<file path="config.mk">
export PLATFORM = sky130hd
export DESIGN_NAME = ctrl_pulse_sequencer_flat
export DESIGN_NICKNAME = d
export VERILOG_FILES = /design/src/rtl/ctrl_pulse_sequencer_pkg.sv /design/src/rtl/ctrl_pulse_sequencer_if.sv /design/src/rtl/ctrl_pulse_sequencer_fifo.sv /design/src/rtl/ctrl_pulse_sequencer.sv /design/src/flat_wrapper.sv
export SDC_FILE = /design/constraint.sdc
export NUM_CORES = 1
export LEC_CHECK = 0
export BUFFER_PORTS_ARGS = -buffer_cell sky130_fd_sc_hd__buf_2
export CORE_MARGIN = 1
export CORE_UTILIZATION = 61
export CTS_BUF_LIST = sky130_fd_sc_hd__clkbuf_4 sky130_fd_sc_hd__clkbuf_8
export CTS_CLUSTER_DIAMETER = 120
export DETAILED_ROUTE_END_ITERATION = 16
export PLACE_DENSITY = 0.84
export SKIP_CTS_REPAIR_TIMING = 1
export SYNTH_ARGS = -nofsm -noshare
export SYNTH_HDL_FRONTEND = slang
export SYNTH_SLANG_ARGS = --single-unit
</file>
<file path="constraint.sdc">
create_clock -name i_clk -period 2.1 [get_ports i_clk]
set_clock_uncertainty 0.05 [all_clocks]
set_input_delay 0.525 -clock i_clk [delete_from_list [all_inputs] [get_ports i_clk]]
set_output_delay 0.525 -clock i_clk [all_outputs]
set_load 0.02 [all_outputs]
</file>
<file path="src/rtl/ctrl_pulse_sequencer_pkg.sv">
// Shared types and constants for the control-leaf pulse sequencer.
package ctrl_pulse_sequencer_pkg;

  localparam int CMD_LEN_W   = 8;
  localparam int SYNC_STAGES = 2;

  typedef struct packed {
    logic [2:0]           bits;
    logic [CMD_LEN_W-1:0] len;
  } cmd_t;

  typedef enum logic [1:0] {
    IDLE  = 2'd0,
    DRIVE = 2'd1,
    DRAIN = 2'd2,
    RESP  = 2'd3
  } state_t;

endpackage

</file>
<file path="src/rtl/ctrl_pulse_sequencer_if.sv">
// Command, leaf and response signals of the pulse sequencer; master = command source and leaf, slave = sequencer.
interface ctrl_pulse_sequencer_if #(
  parameter int LEN_W = 8
);
  logic             i_cmd_valid;
  logic             o_cmd_ready;
  logic [2:0]       i_cmd_bits;
  logic [LEN_W-1:0] i_cmd_len;
  logic             o_a;
  logic             o_b;
  logic             o_c;
  logic             i_d;
  logic             i_e;
  logic             o_rsp_valid;
  logic             i_rsp_ready;
  logic [LEN_W:0]   o_rsp_dcnt;
  logic             o_rsp_e;
  logic             o_busy;

  modport master (
    output i_cmd_valid, i_cmd_bits, i_cmd_len, i_d, i_e, i_rsp_ready,
    input  o_cmd_ready, o_a, o_b, o_c, o_rsp_valid, o_rsp_dcnt, o_rsp_e, o_busy
  );

  modport slave (
    input  i_cmd_valid, i_cmd_bits, i_cmd_len, i_d, i_e, i_rsp_ready,
    output o_cmd_ready, o_a, o_b, o_c, o_rsp_valid, o_rsp_dcnt, o_rsp_e, o_busy
  );
endinterface

</file>
<file path="src/rtl/ctrl_pulse_sequencer_fifo.sv">
// Synchronous command FIFO; pointers carry one extra wrap bit so full/empty come from an MSB compare.
module ctrl_pulse_sequencer_fifo
  import ctrl_pulse_sequencer_pkg::*;
#(
  parameter int DEPTH = 4
) (
  input  logic i_clk,
  input  logic i_rst,
  input  logic i_push,
  input  cmd_t i_wdata,
  input  logic i_pop,
  output cmd_t o_rdata,
  output logic o_full,
  output logic o_empty
);
  localparam int AW = $clog2(DEPTH);

  logic [AW:0] wr_ptr;
  logic [AW:0] rd_ptr;
  cmd_t        mem [DEPTH];
  logic        push_ok;
  logic        pop_ok;

  assign push_ok = i_push & ~o_full;
  assign pop_ok  = i_pop & ~o_empty;

  // NOTE: storage is not reset; the pointers alone define which entries are valid, so the array stays plain RAM.
  always_ff @(posedge i_clk) begin
    if (push_ok) mem[wr_ptr[AW-1:0]] <= i_wdata;
  end

  // NOTE: flops use <= so every register samples pre-edge values regardless of statement order.
  always_ff @(posedge i_clk or posedge i_rst) begin
    if (i_rst) begin
      wr_ptr <= '0;
      rd_ptr <= '0;
    end else begin
      if (push_ok) wr_ptr <= wr_ptr + 1'b1;
      if (pop_ok)  rd_ptr <= rd_ptr + 1'b1;
    end
  end

  assign o_rdata = mem[rd_ptr[AW-1:0]];
  assign o_empty = (wr_ptr == rd_ptr);
  assign o_full  = (wr_ptr[AW] != rd_ptr[AW]) && (wr_ptr[AW-1:0] == rd_ptr[AW-1:0]);

endmodule

</file>
<file path="src/rtl/ctrl_pulse_sequencer.sv">
// Queues {pattern, hold} commands, drives each onto a control leaf and returns d-count / sticky-e per command.
// Build option CTRL_PULSE_SEQUENCER_STATUS_SYNC_EN: 2-flop status synchroniser plus a DRAIN state.
module ctrl_pulse_sequencer
  import ctrl_pulse_sequencer_pkg::*;
#(
  parameter int         DEPTH        = 4,
  parameter int         LEN_W        = CMD_LEN_W,
  parameter logic [2:0] DEFAULT_BITS = 3'b000
) (
  input logic                   i_clk,
  input logic                   i_rst,
  ctrl_pulse_sequencer_if.slave bus
);
  localparam logic [1:0] S_IDLE  = IDLE;
  localparam logic [1:0] S_DRIVE = DRIVE;
  localparam logic [1:0] S_DRAIN = DRAIN;
  localparam logic [1:0] S_RESP  = RESP;

  logic [1:0]       state;
  logic [2:0]       drive_q;
  logic [LEN_W-1:0] hold_cnt;
  logic [LEN_W:0]   dcnt;
  logic             e_seen;
  logic             push;
  logic             pop;
  logic             full;
  logic             empty;
  logic             d_s;
  logic             e_s;
  logic             acc_en;
  cmd_t             wr_cmd;
  cmd_t             head;

  assign push   = bus.i_cmd_valid & ~full;
  assign pop    = (state == S_IDLE) & ~empty;
  assign wr_cmd = '{bits: bus.i_cmd_bits, len: bus.i_cmd_len};

  ctrl_pulse_sequencer_fifo #(
    .DEPTH(DEPTH)
  ) u_fifo (
    .i_clk  (i_clk),
    .i_rst  (i_rst),
    .i_push (push),
    .i_wdata(wr_cmd),
    .i_pop  (pop),
    .o_rdata(head),
    .o_full (full),
    .o_empty(empty)
  );

`ifdef CTRL_PULSE_SEQUENCER_STATUS_SYNC_EN
  logic [SYNC_STAGES-1:0] d_sync;
  logic [SYNC_STAGES-1:0] e_sync;
  logic [SYNC_STAGES-1:0] drv_pipe;

  // drv_pipe delays "in DRIVE" by the synchroniser depth so accumulation lines up with the driven pattern.
  always_ff @(posedge i_clk or posedge i_rst) begin
    if (i_rst) begin
      d_sync   <= '0;
      e_sync   <= '0;
      drv_pipe <= '0;
    end else begin
      d_sync   <= {d_sync[SYNC_STAGES-2:0], bus.i_d};
      e_sync   <= {e_sync[SYNC_STAGES-2:0], bus.i_e};
      drv_pipe <= {drv_pipe[SYNC_STAGES-2:0], state == S_DRIVE};
    end
  end

  assign d_s    = d_sync[SYNC_STAGES-1];
  assign e_s    = e_sync[SYNC_STAGES-1];
  assign acc_en = drv_pipe[SYNC_STAGES-1];
`else
  assign d_s    = bus.i_d;
  assign e_s    = bus.i_e;
  assign acc_en = (state == S_DRIVE);
`endif

  always_ff @(posedge i_clk or posedge i_rst) begin
    if (i_rst) begin
      state    <= S_IDLE;
      drive_q  <= DEFAULT_BITS;
      hold_cnt <= '0;
      dcnt     <= '0;
      e_seen   <= 1'b0;
    end else begin
      if (pop) begin
        dcnt   <= '0;
        e_seen <= 1'b0;
      end else if (acc_en) begin
        dcnt   <= dcnt + {{LEN_W{1'b0}}, d_s};
        e_seen <= e_seen | e_s;
      end

      case (state)
        S_IDLE: begin
          if (!empty) begin
            drive_q  <= head.bits;
            hold_cnt <= head.len;
            state    <= S_DRIVE;
          end
        end
        S_DRIVE: begin
          if (hold_cnt == '0) begin
            // The pattern ends with the window; the synced build keeps sampling in DRAIN with idle outputs.
            drive_q <= DEFAULT_BITS;
`ifdef CTRL_PULSE_SEQUENCER_STATUS_SYNC_EN
            hold_cnt <= LEN_W'(SYNC_STAGES - 1);
            state    <= S_DRAIN;
`else
            state    <= S_RESP;
`endif
          end else begin
            hold_cnt <= hold_cnt - 1'b1;
          end
        end
        S_DRAIN: begin
`ifdef CTRL_PULSE_SEQUENCER_STATUS_SYNC_EN
          if (hold_cnt == '0) state <= S_RESP;
          else                hold_cnt <= hold_cnt - 1'b1;
`else
          state <= S_IDLE;
`endif
        end
        S_RESP: begin
          if (bus.i_rsp_ready) state <= S_IDLE;
        end
        default: state <= S_IDLE;
      endcase
    end
  end

  assign bus.o_a         = drive_q[0];
  assign bus.o_b         = drive_q[1];
  assign bus.o_c         = drive_q[2];
  assign bus.o_cmd_ready = ~full;
  assign bus.o_rsp_valid = (state == S_RESP);
  assign bus.o_rsp_dcnt  = dcnt;
  assign bus.o_rsp_e     = e_seen;
  assign bus.o_busy      = (state != S_IDLE) | ~empty;

endmodule

</file>
<file path="src/flat_wrapper.sv">
// flat-port wrapper written by rule: the top's interface ports become plain ports
module ctrl_pulse_sequencer_flat import ctrl_pulse_sequencer_pkg::*;
#(
  parameter int         DEPTH        = 4,
  parameter int         LEN_W        = CMD_LEN_W,
  parameter logic [2:0] DEFAULT_BITS = 3'b000
)
  (i_clk, i_rst, bus_i_cmd_valid, bus_i_cmd_bits, bus_i_cmd_len, bus_i_d, bus_i_e, bus_i_rsp_ready, bus_o_cmd_ready, bus_o_a, bus_o_b, bus_o_c, bus_o_rsp_valid, bus_o_rsp_dcnt, bus_o_rsp_e, bus_o_busy);
  ctrl_pulse_sequencer_if #(.LEN_W(LEN_W)) bus_i ();
  input logic i_clk;
  input logic i_rst;
  input wire logic [$bits(bus_i.i_cmd_valid)-1:0] bus_i_cmd_valid;
  input wire logic [$bits(bus_i.i_cmd_bits)-1:0] bus_i_cmd_bits;
  input wire logic [$bits(bus_i.i_cmd_len)-1:0] bus_i_cmd_len;
  input wire logic [$bits(bus_i.i_d)-1:0] bus_i_d;
  input wire logic [$bits(bus_i.i_e)-1:0] bus_i_e;
  input wire logic [$bits(bus_i.i_rsp_ready)-1:0] bus_i_rsp_ready;
  output wire logic [$bits(bus_i.o_cmd_ready)-1:0] bus_o_cmd_ready;
  output wire logic [$bits(bus_i.o_a)-1:0] bus_o_a;
  output wire logic [$bits(bus_i.o_b)-1:0] bus_o_b;
  output wire logic [$bits(bus_i.o_c)-1:0] bus_o_c;
  output wire logic [$bits(bus_i.o_rsp_valid)-1:0] bus_o_rsp_valid;
  output wire logic [$bits(bus_i.o_rsp_dcnt)-1:0] bus_o_rsp_dcnt;
  output wire logic [$bits(bus_i.o_rsp_e)-1:0] bus_o_rsp_e;
  output wire logic [$bits(bus_i.o_busy)-1:0] bus_o_busy;
  assign bus_i.i_cmd_valid = bus_i_cmd_valid;
  assign bus_i.i_cmd_bits = bus_i_cmd_bits;
  assign bus_i.i_cmd_len = bus_i_cmd_len;
  assign bus_i.i_d = bus_i_d;
  assign bus_i.i_e = bus_i_e;
  assign bus_i.i_rsp_ready = bus_i_rsp_ready;
  assign bus_o_cmd_ready = bus_i.o_cmd_ready;
  assign bus_o_a = bus_i.o_a;
  assign bus_o_b = bus_i.o_b;
  assign bus_o_c = bus_i.o_c;
  assign bus_o_rsp_valid = bus_i.o_rsp_valid;
  assign bus_o_rsp_dcnt = bus_i.o_rsp_dcnt;
  assign bus_o_rsp_e = bus_i.o_rsp_e;
  assign bus_o_busy = bus_i.o_busy;
  ctrl_pulse_sequencer #(.DEPTH(DEPTH), .LEN_W(LEN_W), .DEFAULT_BITS(DEFAULT_BITS)) u_core (.i_clk(i_clk), .i_rst(i_rst), .bus(bus_i));
endmodule
</file>
Word-level counts from Yosys, hierarchy flattened. Memory sizes are Yosys's and may differ from the RTL's. Cells that the tools add are included.

Add/subtract/negate cells: 4. Equality and inequality tests: 10. Muxes and demuxes: 16. Bitwise gates (word level): 8. Reduce and logical (&&, ||, !) cells: 9.

Operators with widths (count): two-way mux 9 bit (2); two-way mux 8 bit (2); one-hot mux 8 bit (2 select lines) (1); adder 9 x 1 -> 9 bit (1); AND reduction 3 bit (3); logical NOT 8 bit (1); inequality test 2 bit (second input constant) (4); one-hot mux 2 bit (4 select lines) (1); subtractor 8 x 1 -> 8 bit (second input constant) (1); adder 3 x 1 -> 3 bit (second input constant) (2); two-way mux 2 bit (3); two-way mux 3 bit (2); one-hot mux 3 bit (2 select lines) (1); nonzero test 2 bit (3); AND 1 bit (4); equality test 2 bit (second input constant) (2); two-way mux 1 bit (4); equality test 3 bit (1); equality test 2 x 1 -> 1 bit (second input constant) (1); equality test 2 bit (1); logical NOT 2 bit (1); inverter 1 bit (2); OR 1 bit (2); logical AND 1 bit (1); inequality test 1 bit (1).

Flip-flop bits (word level): 29. Memory bits (writable): 44. Bits of input ports: 17. Output and inout bits: 16. Logic and storage cells: 55. Memories kept: 1.

Memories: u_core.u_fifo.mem (depth 4, width 11, read ports 1, clocked after Yosys merged registers in 0, wr ports 1, line ctrl_pulse_sequencer_fifo.sv:20) `cmd_t mem [DEPTH];`.

Depth between registers and ports, before layout. Gate-level depths: netlist (run 1).

Depth in word-level cells: 7. Depth in mapped cells: 7. Depth with buffers taken out: 6.

By module. Synthesis (run 1) repeated with hierarchy kept, for this count alone.

Cells, all modules: 240. Area total of the unflattened synthesis: 3339.5 um^2.

Modules (own cells, without submodules): ctrl_pulse_sequencer_fifo (instances 1, cells an instance 108, area an instance 2109.5 um^2, seq. area each 1471.4 um^2); ctrl_pulse_sequencer (instances 1, cells an instance 132, area an instance 1229.9 um^2, seq. area each 575.6 um^2).

Least setup slack after synthesis (run 1). No wires, ideal clock.

Path type: register -> register. From: register u_core.u_fifo.rd_ptr[0]. To: memory u_core.u_fifo.mem[0][0] (netlist name), enable pin. Setup time: 349 ps. Data arrival time: 1370 ps. Data required time: 1701 ps. Path slack: 331 ps. Cell stages (with the launch flop): 5. Buffers on the path: 1. Clock period less this slack: 1769 ps. Path through: dfrtp_1 > buf_4 > xor2_2 > o31a_2 > and2_1.

Longest elaborated chain between the ends: 7.

RTL lines: start, declared (line ctrl_pulse_sequencer_fifo.sv:19) `logic [AW:0] rd_ptr;`; start signal, assigned (line ctrl_pulse_sequencer_fifo.sv:39) `if (pop_ok) rd_ptr <= rd_ptr + 1'b1;`; equality test 2 bit (*) (line ctrl_pulse_sequencer_fifo.sv:45) `assign o_full = (wr_ptr[AW] != rd_ptr[AW]) && (wr_ptr[AW-1:0] == rd_ptr[AW-1:0]);`; logical AND 1 bit (*) (line ctrl_pulse_sequencer_fifo.sv:45); inverter 1 bit (*) (line ctrl_pulse_sequencer_fifo.sv:24, ctrl_pulse_sequencer.sv:34); AND 1 bit (line ctrl_pulse_sequencer.sv:34) `assign push = bus.i_cmd_valid & ~full;`; AND 1 bit (*) (line ctrl_pulse_sequencer_fifo.sv:24) `assign push_ok = i_push & ~o_full;`; two-way mux 1 bit (*) (line ctrl_pulse_sequencer_fifo.sv:29) `if (push_ok) mem[wr_ptr[AW-1:0]] <= i_wdata;`; two-way mux 1 bit (implied by the code) (*) (line ctrl_pulse_sequencer_fifo.sv:29); end, declared (line ctrl_pulse_sequencer_fifo.sv:20).

Mark *: on every way between the ends. The rest lies on a longest branch, timed or not.

Worst setup path in the final report (run 1).
From: register u_core.u_fifo.rd_ptr[1]. To: output bus_o_cmd_ready.

Longest elaborated chain between the ends: 3.

RTL lines: equality test 2 bit (line ctrl_pulse_sequencer_fifo.sv:45); logical AND 1 bit (line ctrl_pulse_sequencer_fifo.sv:45); inverter 1 bit (line ctrl_pulse_sequencer.sv:135) `assign bus.o_cmd_ready = ~full;`; end, declared (line flat_wrapper.sv:18) `output wire logic [$bits(bus_i.o_cmd_ready)-1:0] bus_o_cmd_ready;`.

No other way between the ends.

==> metrics.md, run 1 <==
| Metric | Value |
|---|---|
| Outcome | `complete, but fails checks` |
| Failing checks | `negative setup slack` |
| RSZ-0062 raised after global routing | `true` |
| Gr usage total | `a little under a quarter` |
| CP required | `between 1.5 and 2 ns` |
| DP Area | `approximately 0.0036 mm²` |
| Vias in the first global route | `between 2000 and 2500` |
| Final Setup Violations | `1` |
| Fraction of registers with async set/reset | `39.7%` |
| Drt drc | `0` |
| Iter 0 DRT Violations | `199` |
| Die W | `76.2 µm` |
| Pleak | `1.52 nW` |
| Slew Viols, Final | `0` |
| Worst skew pair latency | `0.34 ns` |
| Die area | `0.00580 mm²` |
| Syn nets | `263` |
| Total congestion overflow | `0` |
| WS Path Type | `reg -> out` |
| Initial antenna violation count | `0` |
| Layout cells sized above 1 | `between 30% and 40%` |
| Routing usage on met3 | `6.59%` |
| Max_cap viols | `0` |
| Register Area | `0.00205 mm²` |
| Row count | `26` |
| Number of vias per cell | `5.75` |
| Num CTS Buffers | `9` |
| Crit share post-route | `101%` |
| R2R setup slack | `around 0.23 ns` |
| Synth Instances | `237` |
| Relative max-transition margin | `61.6%` |
| Root buf cell | `clkbuf_8` |
| Routed WL | `6.12 mm` |
| Reg2reg start | `u_core.u_fifo.wr_ptr[2]` |
| Fill count | `between 300 and 400` |
| Count of different cell masters after synthesis | `49` |
| Clock sink count | `73` |
| Clock Path Buffers | `2` |
| Worst-case reg-to-reg path depth | `3` |
| FF-to-FF End | `u_core.u_fifo.mem[2][7]` |
| EDFF count, synth | `44` |
| Final hold vios | `0` |
| Routed len/inst | `approximately 17 µm` |
| F_max | `0.473 GHz` |
| Antenna-violating nets left | `0` |
| Tightest Pin Transition | `0.576 ns` |
| Grt met1 use | `29.1%` |
| Synthesis-to-finish area growth | `15.0%` |
| First-pass GRT wire length | `10.1 mm` |
| Detailed placer's ending HPWL | `between 4 and 5 mm` |
| Synth Cell Area | `0.00336 mm²` |
| Fin area | `0.00386 mm²` |
| Pwr Density | `1420 mW/mm²` |
| Yosys warning count | `0` |
| H-Tree Depth | `3` |
| Crit path DAT | `1.54 ns` |
| Largest net degree at the start of global routing | `30` |
| Antenna cell count | `0` |
| Initial DRT Pass Iterations | `4` |
| Leading register cell type out of synthesis | `edfxtp_1` |
| Core area | `around 0.0052 mm²` |
| Multi-input logic area | `about 0.0012 mm²` |
| CTS tree | `done` |
| Startpoint types | `register` |
| Placer Congestion | `~0.77` |
| # nets final | `305` |
| Starting Density | `64.5%` |
| Maximum vdd ir drop | `1.27 mV` |
| Clock slew at reported path FFs | `about 0.080 ns` |
| Mean Syn Cell Area | `about 14 µm²` |
| CP max FO | `14` |
| IO Port Bufs | `32` |
| Hold Crit Class | `in -> async` |
| Busiest grt layer | `met2` |
| Die height | `76.2 µm` |
| Setup WS post-layout | `-0.0142 ns` |
| Period minus WS final | `approximately 2.1 ns` |
| FF+latch count, synth | `73` |
| Setup TNS | `-0.0142 ns` |
| Post-synthesis sequential area ratio | `61.0%` |
| Via count | `2036` |
| # IOs | `33` |
| CP endpoint kind | `output port` |
| Grt met2 use | `39.6%` |
[Yosys cell counts (2+ instances only)]
| library cell | number | area (µm²) |
|---|---|---|
| a31oi_1 | 2 | 12.5 |
| a22oi_1 | 2 | 15.0 |
| o31ai_1 | 2 | 15.0 |
| xor2_2 | 3 | 48.8 |
| nor3_1 | 5 | 25.0 |
| nand3_1 | 11 | 55.1 |
| o2bb2ai_1 | 4 | 35.0 |
| dfrtp_1 | 29 | 726 |
| edfxtp_1 | 44 | 1320 |
| mux4_2 | 11 | 248 |
| nand2_1 | 25 | 93.8 |
| buf_2 | 6 | 30.0 |
| xnor2_1 | 7 | 61.3 |
| nor2_1 | 9 | 33.8 |
| ha_1 | 9 | 113 |
| and2_1 | 4 | 25.0 |
| o21ai_0 | 11 | 55.1 |
| nand4_1 | 2 | 12.5 |
| nor4_1 | 2 | 12.5 |
| a21oi_1 | 7 | 35.0 |
| o211ai_1 | 4 | 30.0 |
| inv_1 | 8 | 30.0 |
| buf_6 | 3 | 33.8 |
| mux2i_1 | 2 | 20.0 |
[layer usage]
layer / part of all wire, % / vias to the layer above
met4: 1.5 / 0
met1: 43 / 995
met2: 51 / 58
met5: 0 / -
met3: 3.8 / 8
li1: - / 975
[where the power goes]
part / leakage, nW / internal, mW / total (mW) / switching [mW]
clock network: 0.106 / 0.668 / 1.19 / 0.525
registers: 0.755 / 1.97 / 2.29 / 0.327
logic: 0.655 / 0.889 / 1.98 / 1.09
[final cells by class]
type                            instances  share of cell area, %
Inverter                                8                  0.778
Multi-Input combinational cell        145                   31.7
Clock buffer                            9                   3.21
Tap cell                               70                   2.27
Clock inverter                          7                   2.43
Timing Repair Buffer                   42                   6.45
Sequential cell                        73                   53.2
[sequential cells by signal, indices dropped and copies added, names as in the netlist]
signal                 cells
u_core.u_fifo.wr_ptr       3
u_core.hold_cnt            8
u_core.state               2
u_core.u_fifo.mem         44
u_core.bus.o_rsp_e         1
u_core.drive_q             3
u_core.bus.o_rsp_dcnt      9
u_core.u_fifo.rd_ptr       3
[kinds of logic (layout without fill, tap and decap cells)]
group	Yosys count	after routing	synth area share, %
DFF	73	73	61.0
buffers and inverters	19	66	3.13
AOI/OAI and AO/OA	41	41	8.61
xor gates and xnor gates	11	11	3.54
muxes	15	15	8.76
adders and majority gates	9	9	3.36
and+or+nand+nor	69	69	11.6
[placed cells by master (no fill, tap or decap), types with 3 or more instances in the layout]
cell,netlist,routed
nor2_1,9,9
ha_1,9,9
edfxtp_1,44,44
o211ai_1,4,4
buf_2,6,31
nand3_1,11,11
o2bb2ai_1,4,4
nand2_1,25,25
o21ai_0,11,11
buf_6,3,3
inv_1,8,8
mux4_2,11,11
a21oi_1,7,7
clkbuf_8,0,9
xnor2_1,7,6
nor3_1,5,4
dfrtp_2,0,3
xor2_2,3,3
dfrtp_1,29,26
and2_1,4,4
buf_4,1,8
[how the worst max path moves through the flow]
stage          depth (start not counted)  slack (ns)                        to                    start
2_1_floorplan                          4        0.33   u_core.u_fifo.mem[0][0]  u_core.u_fifo.rd_ptr[0]
3_3_place_gp                           7        0.28  u_core.bus.o_rsp_dcnt[6]                  bus_i_d
3_5_place_dp                           7        0.22  u_core.bus.o_rsp_dcnt[6]                  bus_i_d
4_1_cts                                5       -0.13                bus_o_busy  u_core.u_fifo.wr_ptr[1]
5_1_grt                                4       -0.07           bus_o_cmd_ready  u_core.u_fifo.rd_ptr[1]
6_report                               4       -0.01           bus_o_cmd_ready  u_core.u_fifo.rd_ptr[1]
[per-stage QoR]
stage               std cells  total power, mW  hold slack [ns]  util [%]  setup WS [ns]
CTS                       352             5.36            0.199      73.1         -0.130
floorplan                 237             3.64            0.469         -          0.331
finish                    354             5.47            0.186      74.1        -0.0142
detailed placement        336             4.16            0.433      68.9          0.215
global route              354             5.81            0.248      74.1        -0.0676
global placement          336             4.07            0.416      68.9          0.280
[worst max-delay path, stage by stage (launching register included)]
cell and delay, ns:
dfrtp_1 0.41, buf_4 0.22, xnor2_1 0.28, nand3_1 0.11, buf_2 0.18
Power figures use the tool's default switching activity.
==> run 2: changes to the inputs <==
--- a/config.mk
+++ b/config.mk
@@ -12,7 +12,9 @@
 export CTS_CLUSTER_DIAMETER = 120
 export DETAILED_ROUTE_END_ITERATION = 16
 export PLACE_DENSITY = 0.84
+export SETUP_SLACK_MARGIN = 0.3
 export SKIP_CTS_REPAIR_TIMING = 1
 export SYNTH_ARGS = -nofsm -noshare
 export SYNTH_HDL_FRONTEND = slang
+export SYNTH_HIERARCHICAL = 1
 export SYNTH_SLANG_ARGS = --single-unit
==> run 2 against run 1 <==
  * The run still ends with negative setup slack left
  * Sequential cell count unchanged
  * Sequential share of layout area down 4.8 points
  * Worst setup slack barely moved
  * Synthesized area shrank 0.48%
  * Final cell count increased by 9.6%
  * First-iteration DRC count shrank 8.5%
  * Largest power group is now combinational cells
==> metrics.md, run 2 <==
| Metric | Value |
|---|---|
| Adder-Cell Fraction of Synth Area | `3.37%` |
| Startpoint types | `register` |
| WS Path Type | `reg -> out` |
| Die height | `76.0 µm` |
| Clock Path Buffers | `2` |
| Crit path DAT | `around 1.5 ns` |
| Vias in the first global route | `2181` |
| Starting Density | `between 60% and 70%` |
| Iter 0 DRT Violations | `182` |
| FF+latch count, synth | `73` |
| Compound-gate portion of the synthesized area | `11.1%` |
| Max_cap viols | `0` |
| Period minus WS final | `2.11 ns` |
| # nets final | `339` |
| Setup TNS | `-0.0164 ns` |
| Routed len/inst | `20.1 µm` |
| First-pass GRT wire length | `10.6 mm` |
| Routed WL | `7.79 mm` |
| Util after Layout | `81.7%` |
| Slowest-stage cell, CP | `dfrtp_2` |
| CP max FO | `5` |
| IO Port Bufs | `32` |
| Synthesis-to-finish area growth | `27.3%` |
| Post-Synth Simple-Gate Area | `9.48%` |
| Failing checks | `negative setup slack` |
| Worst path max stage delay | `0.45 ns` |
| Tightest Pin Transition | `roughly 0.44 ns` |
| Initial DRT Pass Iterations | `4` |
| CTS tree | `done` |
| Area leader, netlist | `edfxtp_1` |
| Leading register cell type out of synthesis | `edfxtp_1` |
| Clock sink count | `73` |
| Post-synth top area share | `between 30% and 40%` |
| Synth cell count leaders | `44 x edfxtp_1, 29 x dfrtp_1, 16 x nand2_1` |
| Pleak | `~1.7 nW` |
| H-Tree Depth | `3` |
| Synth Instances | `240` |
| EDFF count, synth | `44` |
| Clock slew at reported path FFs | `approximately 0.08 ns` |
| F_max | `0.473 GHz` |
| Commonest non-fill, non-tap cell in the layout | `edfxtp_1` |
| CP cell instances | `xor2_4 > buf_6 > nor3_4 > nand2_2 > buf_6` |
| Hold Crit Class | `in -> async` |
| Die area | `0.00577 mm²` |
| Core area | `roughly 0.0052 mm²` |
| Maximum vdd ir drop | `roughly 0.88 mV` |
| Final hold vios | `0` |
| Outcome | `complete, but fails checks` |
| Fill count | `289` |
| Slew Viols, Final | `0` |
| Largest net degree at the start of global routing | `24` |
| Num CTS Buffers | `9` |
| Row count | `26` |
| Detailed placer's ending HPWL | `4.43 mm` |
| Gr usage total | `between 20 and 25%` |
| Number of vias per cell | `approximately 6.0` |
| Most frequent cells in the layout | `44 x edfxtp_1, 31 x buf_2, 26 x buf_4, 21 x dfrtp_1, 15 x a21oi_1` |
| Mean Syn Cell Area | `13.9 µm²` |
| Synth area leaders | `edfxtp_1 40%, dfrtp_1 22%, mux4_2 7.4%` |
| # IOs | `33` |
| Crit share post-route | `101%` |
| Antenna-violating nets left | `0` |
| Die W | `76.0 µm` |
| Synth Area in XOR/XNOR | `3.03%` |
| Most frequent cell after synthesis | `edfxtp_1` |
| Relative max-transition margin | `slightly above 70%` |
| Largest family of logic cells by synthesized area | `compound AO/OA/AOI/OAI gates` |
| Max reg flops | `44` |
| Reg2reg start | `u_core/u_fifo/wr_ptr[0]` |
| Root buf cell | `clkbuf_8` |
| Initial antenna violation count | `0` |
| Layout cells sized above 1 | `43.4%` |
| Setup WS post-layout | `-0.0142 ns` |
| Pwr Density | `1510 mW/mm²` |
| Via count | `2322` |
| Post-synthesis sequential area ratio | `61.3%` |
| CP required | `1.52 ns` |
| Synth Cell Area | `0.00334 mm²` |
| Count of different cell masters after synthesis | `between 50 and 60` |
| RSZ-0062 raised after global routing | `true` |
| Worst skew pair latency | `around 0.35 ns` |
| Mux share of post-synthesis cell area | `8.36%` |
| Most used cell, CP | `buf_6` |
| Antenna cell count | `0` |
| Drt drc | `0` |
| Total congestion overflow | `0` |
| Placer Congestion | `0.817` |
| CP Launch Point | `u_core/u_fifo/rd_ptr[2]` |
| Fraction of registers with async set/reset | `between 30% and 40%` |
| Final Setup Violations | `2` |
| CP endpoint kind | `output port` |
| Yosys warning count | `6` |
| Syn nets | `266` |
[run 2: worst max-delay path: cells and delay by family, from the launching register on]
kind | cells | cell delay [ns]
AND/OR/NAND/NOR | 2 | 0.26
buffers and inverters | 2 | 0.27
XOR/XNOR | 1 | 0.22
flip-flops | 1 | 0.45
[run 2: path summary, 6_finish.rpt]
path / end / slack [ns] / cells after the start
max: bus_o_busy / -0.01 / 5
min: u_core/u_fifo/wr_ptr[1] / 0.07 / 2
max reg2reg: u_core/hold_cnt[0] / 0.02 / 6
min reg2reg: u_core/bus.o_rsp_dcnt[8] / 0.43 / 1
max in group asynchronous: u_core/state[0] / 1.59 / 3
min in group i_clk: u_core/state[0] / 0.30 / 2
[run 2: through the flow]
step	power [mW]	worst slack [ns]	cell area (µm²)	hold WS (ns)	std cells
after floorplan	3.96	0.301	3430	0.266	240
after global placement	4.54	0.195	3730	0.406	348
after detailed placement	4.63	0.151	3730	0.413	348
after CTS	5.74	-0.157	3940	0.0542	364
after global routing	6.73	-0.0746	4250	0.0692	388
final	6.44	-0.0142	4250	0.0670	388
[run 2: layer usage]
layer | routed length (µm) | global-route usage, % | part of all wire [%]
met5 | 0 | 0 | 0
met3 | 465 | 7.43 | 6.0
met1 | 3180 | 32.5 | 41
met2 | 4030 | 38.5 | 52
met4 | 114 | 7.12 | 1.5
[run 2: kinds of logic (layout without fill, tap and decap cells)]
family / Yosys count / count (layout)
AO/OA/AOI/OAI: 55 / 55
AND/OR/NAND/NOR: 58 / 59
XOR/XNOR: 9 / 9
flip-flops: 73 / 73
multiplexers: 14 / 14
buffers and inverters: 22 / 99
adder cells (fa/ha/maj): 9 / 9
[run 2: where the power goes]
part           leakage (nW)  switching (mW)  internal, mW
registers             0.750           0.395          1.97
clock network        0.0979           0.558         0.557
logic                 0.837            1.54          1.41
total                  1.68            2.50          3.94
[run 2: area by class of cell]
class / count / area (µm²) / area share (%)
Sequential cell: 73 / 2060 / 48.4
Multi-Input combinational cell: 146 / 1330 / 31.2
Timing Repair Buffer: 70 / 528 / 12.4
Clock buffer: 9 / 124 / 2.91
Tap cell: 70 / 87.6 / 2.06
Clock inverter: 7 / 76.3 / 1.80
Inverter: 13 / 51.3 / 1.21
==> run 3: changes to the inputs <==
--- a/config.mk
+++ b/config.mk
@@ -6,14 +6,17 @@
 export NUM_CORES = 1
 export LEC_CHECK = 0
 export BUFFER_PORTS_ARGS = -buffer_cell sky130_fd_sc_hd__buf_2
+export CELL_PAD_IN_SITES_DETAIL_PLACEMENT = 1
+export CELL_PAD_IN_SITES_GLOBAL_PLACEMENT = 1
 export CORE_MARGIN = 1
-export CORE_UTILIZATION = 61
+export CORE_UTILIZATION = 50
 export CTS_BUF_LIST = sky130_fd_sc_hd__clkbuf_4 sky130_fd_sc_hd__clkbuf_8
 export CTS_CLUSTER_DIAMETER = 120
 export DETAILED_ROUTE_END_ITERATION = 16
-export PLACE_DENSITY = 0.84
+export PLACE_DENSITY = 0.83
 export SETUP_SLACK_MARGIN = 0.3
 export SKIP_CTS_REPAIR_TIMING = 1
+export SLEW_MARGIN = 20
 export SYNTH_ARGS = -nofsm -noshare
 export SYNTH_HDL_FRONTEND = slang
 export SYNTH_HIERARCHICAL = 1
==> run 3 against run 2 <==
  * The run still ends with negative setup slack left
  * Design area rose by 4.5%
  * First-iteration DRC count fell by 34%
  * Utilization fell by 12 points
  * Worst hold slack improved by 0.011 ns
  * Sequential cell count did not move
  * Highest routed layer unchanged
==> metrics.md, run 3 (synthesized netlist as in run 2, its figures left out) <==
| Metric | Value |
|---|---|
| Final hold vios | `0` |
| Max_cap viols | `0` |
| Fill count | `598` |
| Buf+Inv Stages, Crit Path | `2` |
| CP endpoint kind | `output port` |
| CP Launch Point | `u_core/u_fifo/rd_ptr[2]` |
| Register Area | `approximately 0.002 mm²` |
| FF-to-FF End | `u_core/hold_cnt[6]` |
| Number of vias per cell | `5.90` |
| Starting Density | `a little over half` |
| Relative max-transition margin | `about two thirds` |
| Slew Viols, Final | `0` |
| Worst path max stage delay | `~0.47 ns` |
| # nets final | `346` |
| Slowest-stage cell, CP | `dfrtp_2` |
| Failing checks | `negative setup slack` |
| Die area | `0.00701 mm²` |
| F_max | `0.453 GHz` |
| RSZ-0062 raised after global routing | `true` |
| IO Port Bufs | `32` |
| Synthesis-to-finish area growth | `33.1%` |
| Drt drc | `0` |
| Setup WS post-layout | `-0.106 ns` |
| Outcome | `complete, but fails checks` |
| CP required | `1.52 ns` |
| Maximum vdd ir drop | `just over 0.9 mV` |
| Routed WL | `9.58 mm` |
| Core area | `0.00639 mm²` |
| Reg2reg start | `u_core/u_fifo/rd_ptr[0]` |
| Die height | `83.7 µm` |
| Clock slew at reported path FFs | `0.10 ns` |
| Setup crit end | `bus_o_busy` |
| DP Area | `0.00374 mm²` |
| Iter 0 DRT Violations | `roughly 120` |
| Total congestion overflow | `0` |
| Tightest Pin Transition | `0.467 ns` |
| Startpoint types | `register` |
| Layout cells sized above 1 | `49.7%` |
| CP Depth | `5` |
| R2R setup slack | `0.03 ns` |
| Die W | `83.7 µm` |
| Placer Congestion | `0.810` |
| Crit path DAT | `1.63 ns` |
| Num CTS Buffers | `9` |
| Max reg flops | `44` |
| Initial antenna violation count | `0` |
| Gr usage total | `21.7%` |
| Final Setup Violations | `1` |
| Util after Layout | `between 60% and 70%` |
| Detailed placer's ending HPWL | `4.98 mm` |
| Routed len/inst | `23.9 µm` |
| Clock sink count | `73` |
| Clock Path Buffers | `2` |
| CTS tree | `done` |
| Largest net degree at the start of global routing | `24` |
| Vias in the first global route | `approximately 2300` |
| # IOs | `33` |
| Via count | `about 2400` |
| CP delay by family, top | `flip-flops` |
| Pwr Density | `1540 mW/mm²` |
| Period minus WS final | `2.21 ns` |
| H-Tree Depth | `3` |
| Row count | `29` |
| First-pass GRT wire length | `around 11 mm` |
| Antenna-violating nets left | `0` |
| Worst Hold Slack | `0.0780 ns` |
| Commonest non-fill, non-tap cell in the layout | `edfxtp_1` |
| Crit share post-route | `105%` |
| Worst-case reg-to-reg path depth | `8` |
| WS Path Type | `reg -> out` |
| Most used cell, CP | `buf_6` |
| Root buf cell | `clkbuf_8` |
| CP cell instances | `xor2_4 > buf_6 > nor3_4 > nand2_1 > buf_6` |
| Most frequent cells in the layout | `44 x edfxtp_1, 30 x buf_2, 28 x buf_4, 23 x dfrtp_1, 16 x buf_6` |
| Multi-input logic area | `between 0.001 and 0.0015 mm²` |
| Hold Crit Class | `in -> async` |
| CP max FO | `4` |
| Antenna cell count | `0` |
| Pleak | `roughly 1.8 nW` |
| Initial DRT Pass Iterations | `4` |
| Worst skew pair latency | `roughly 0.36 ns` |
| Fin area | `roughly 0.0044 mm²` |
==> run 3: area by class of cell <==
type | instances | area share, %
inverter | 13 | 1.27
tap | 77 | 2.17
clock inverter | 6 | 1.55
clock buffer | 9 | 2.79
timing repair inverter | 1 | 0.197
sequential | 73 | 46.2
multi-input combinational | 145 | 32.2
timing repair buffer | 77 | 13.6
==> run 3: routing by layer <==
layer,vias to the layer above,global-route usage (%),wire length [µm]
met3,26,4.75,365
met5,-,0,0
met1,1206,27.6,3850
met2,73,36.5,5010
li1,1060,-,-
met4,0,8.32,348
==> run 3: worst min path at each step <==
| stage | startpoint | end | slack, ns | depth (start not counted) |
|---|---|---|---|---|
| floorplan | i_rst | u_core/u_fifo/rd_ptr[0] | 0.27 | 1 |
| global placement | u_core/bus.o_rsp_dcnt[8] | u_core/bus.o_rsp_dcnt[8] | 0.40 | 1 |
| detailed placement | u_core/bus.o_rsp_e | u_core/bus.o_rsp_e | 0.43 | 2 |
| CTS | i_rst | u_core/u_fifo/rd_ptr[2] | 0.07 | 2 |
| global route | i_rst | u_core/u_fifo/rd_ptr[1] | 0.09 | 2 |
| finish | i_rst | u_core/u_fifo/rd_ptr[1] | 0.08 | 2 |
==> run 3: metrics by stage <==
step | std cells | power (mW) | setup WS [ns] | TNS [ns]
6_report | 401 | 6.83 | -0.106 | -0.106
5_1_grt | 401 | 7.14 | -0.167 | -0.359
4_1_cts | 369 | 5.74 | -0.136 | -0.264
3_5_place_dp | 354 | 4.65 | 0.0970 | 0
3_3_place_gp | 354 | 4.54 | 0.168 | 0
2_1_floorplan | 240 | 3.96 | 0.301 | 0
==> run 3: report_power, final <==
group          internal [mW]  leakage (nW)  total [mW]  switching, mW
Clock                  0.548        0.0957        1.12          0.574
Sequential              1.97         0.752        2.42          0.452
Combinational           1.55         0.934        3.29           1.73
==> run 3: worst register-to-register path: cells and delay by family (launching register included) <==
family                    cells  cell delay (ns)
buffers and inverters         3             0.46
AOI/OAI and AO/OA             3             0.70
xor gates and xnor gates      1             0.27
and+or+nand+nor               1             0.07
DFF                           1             0.42
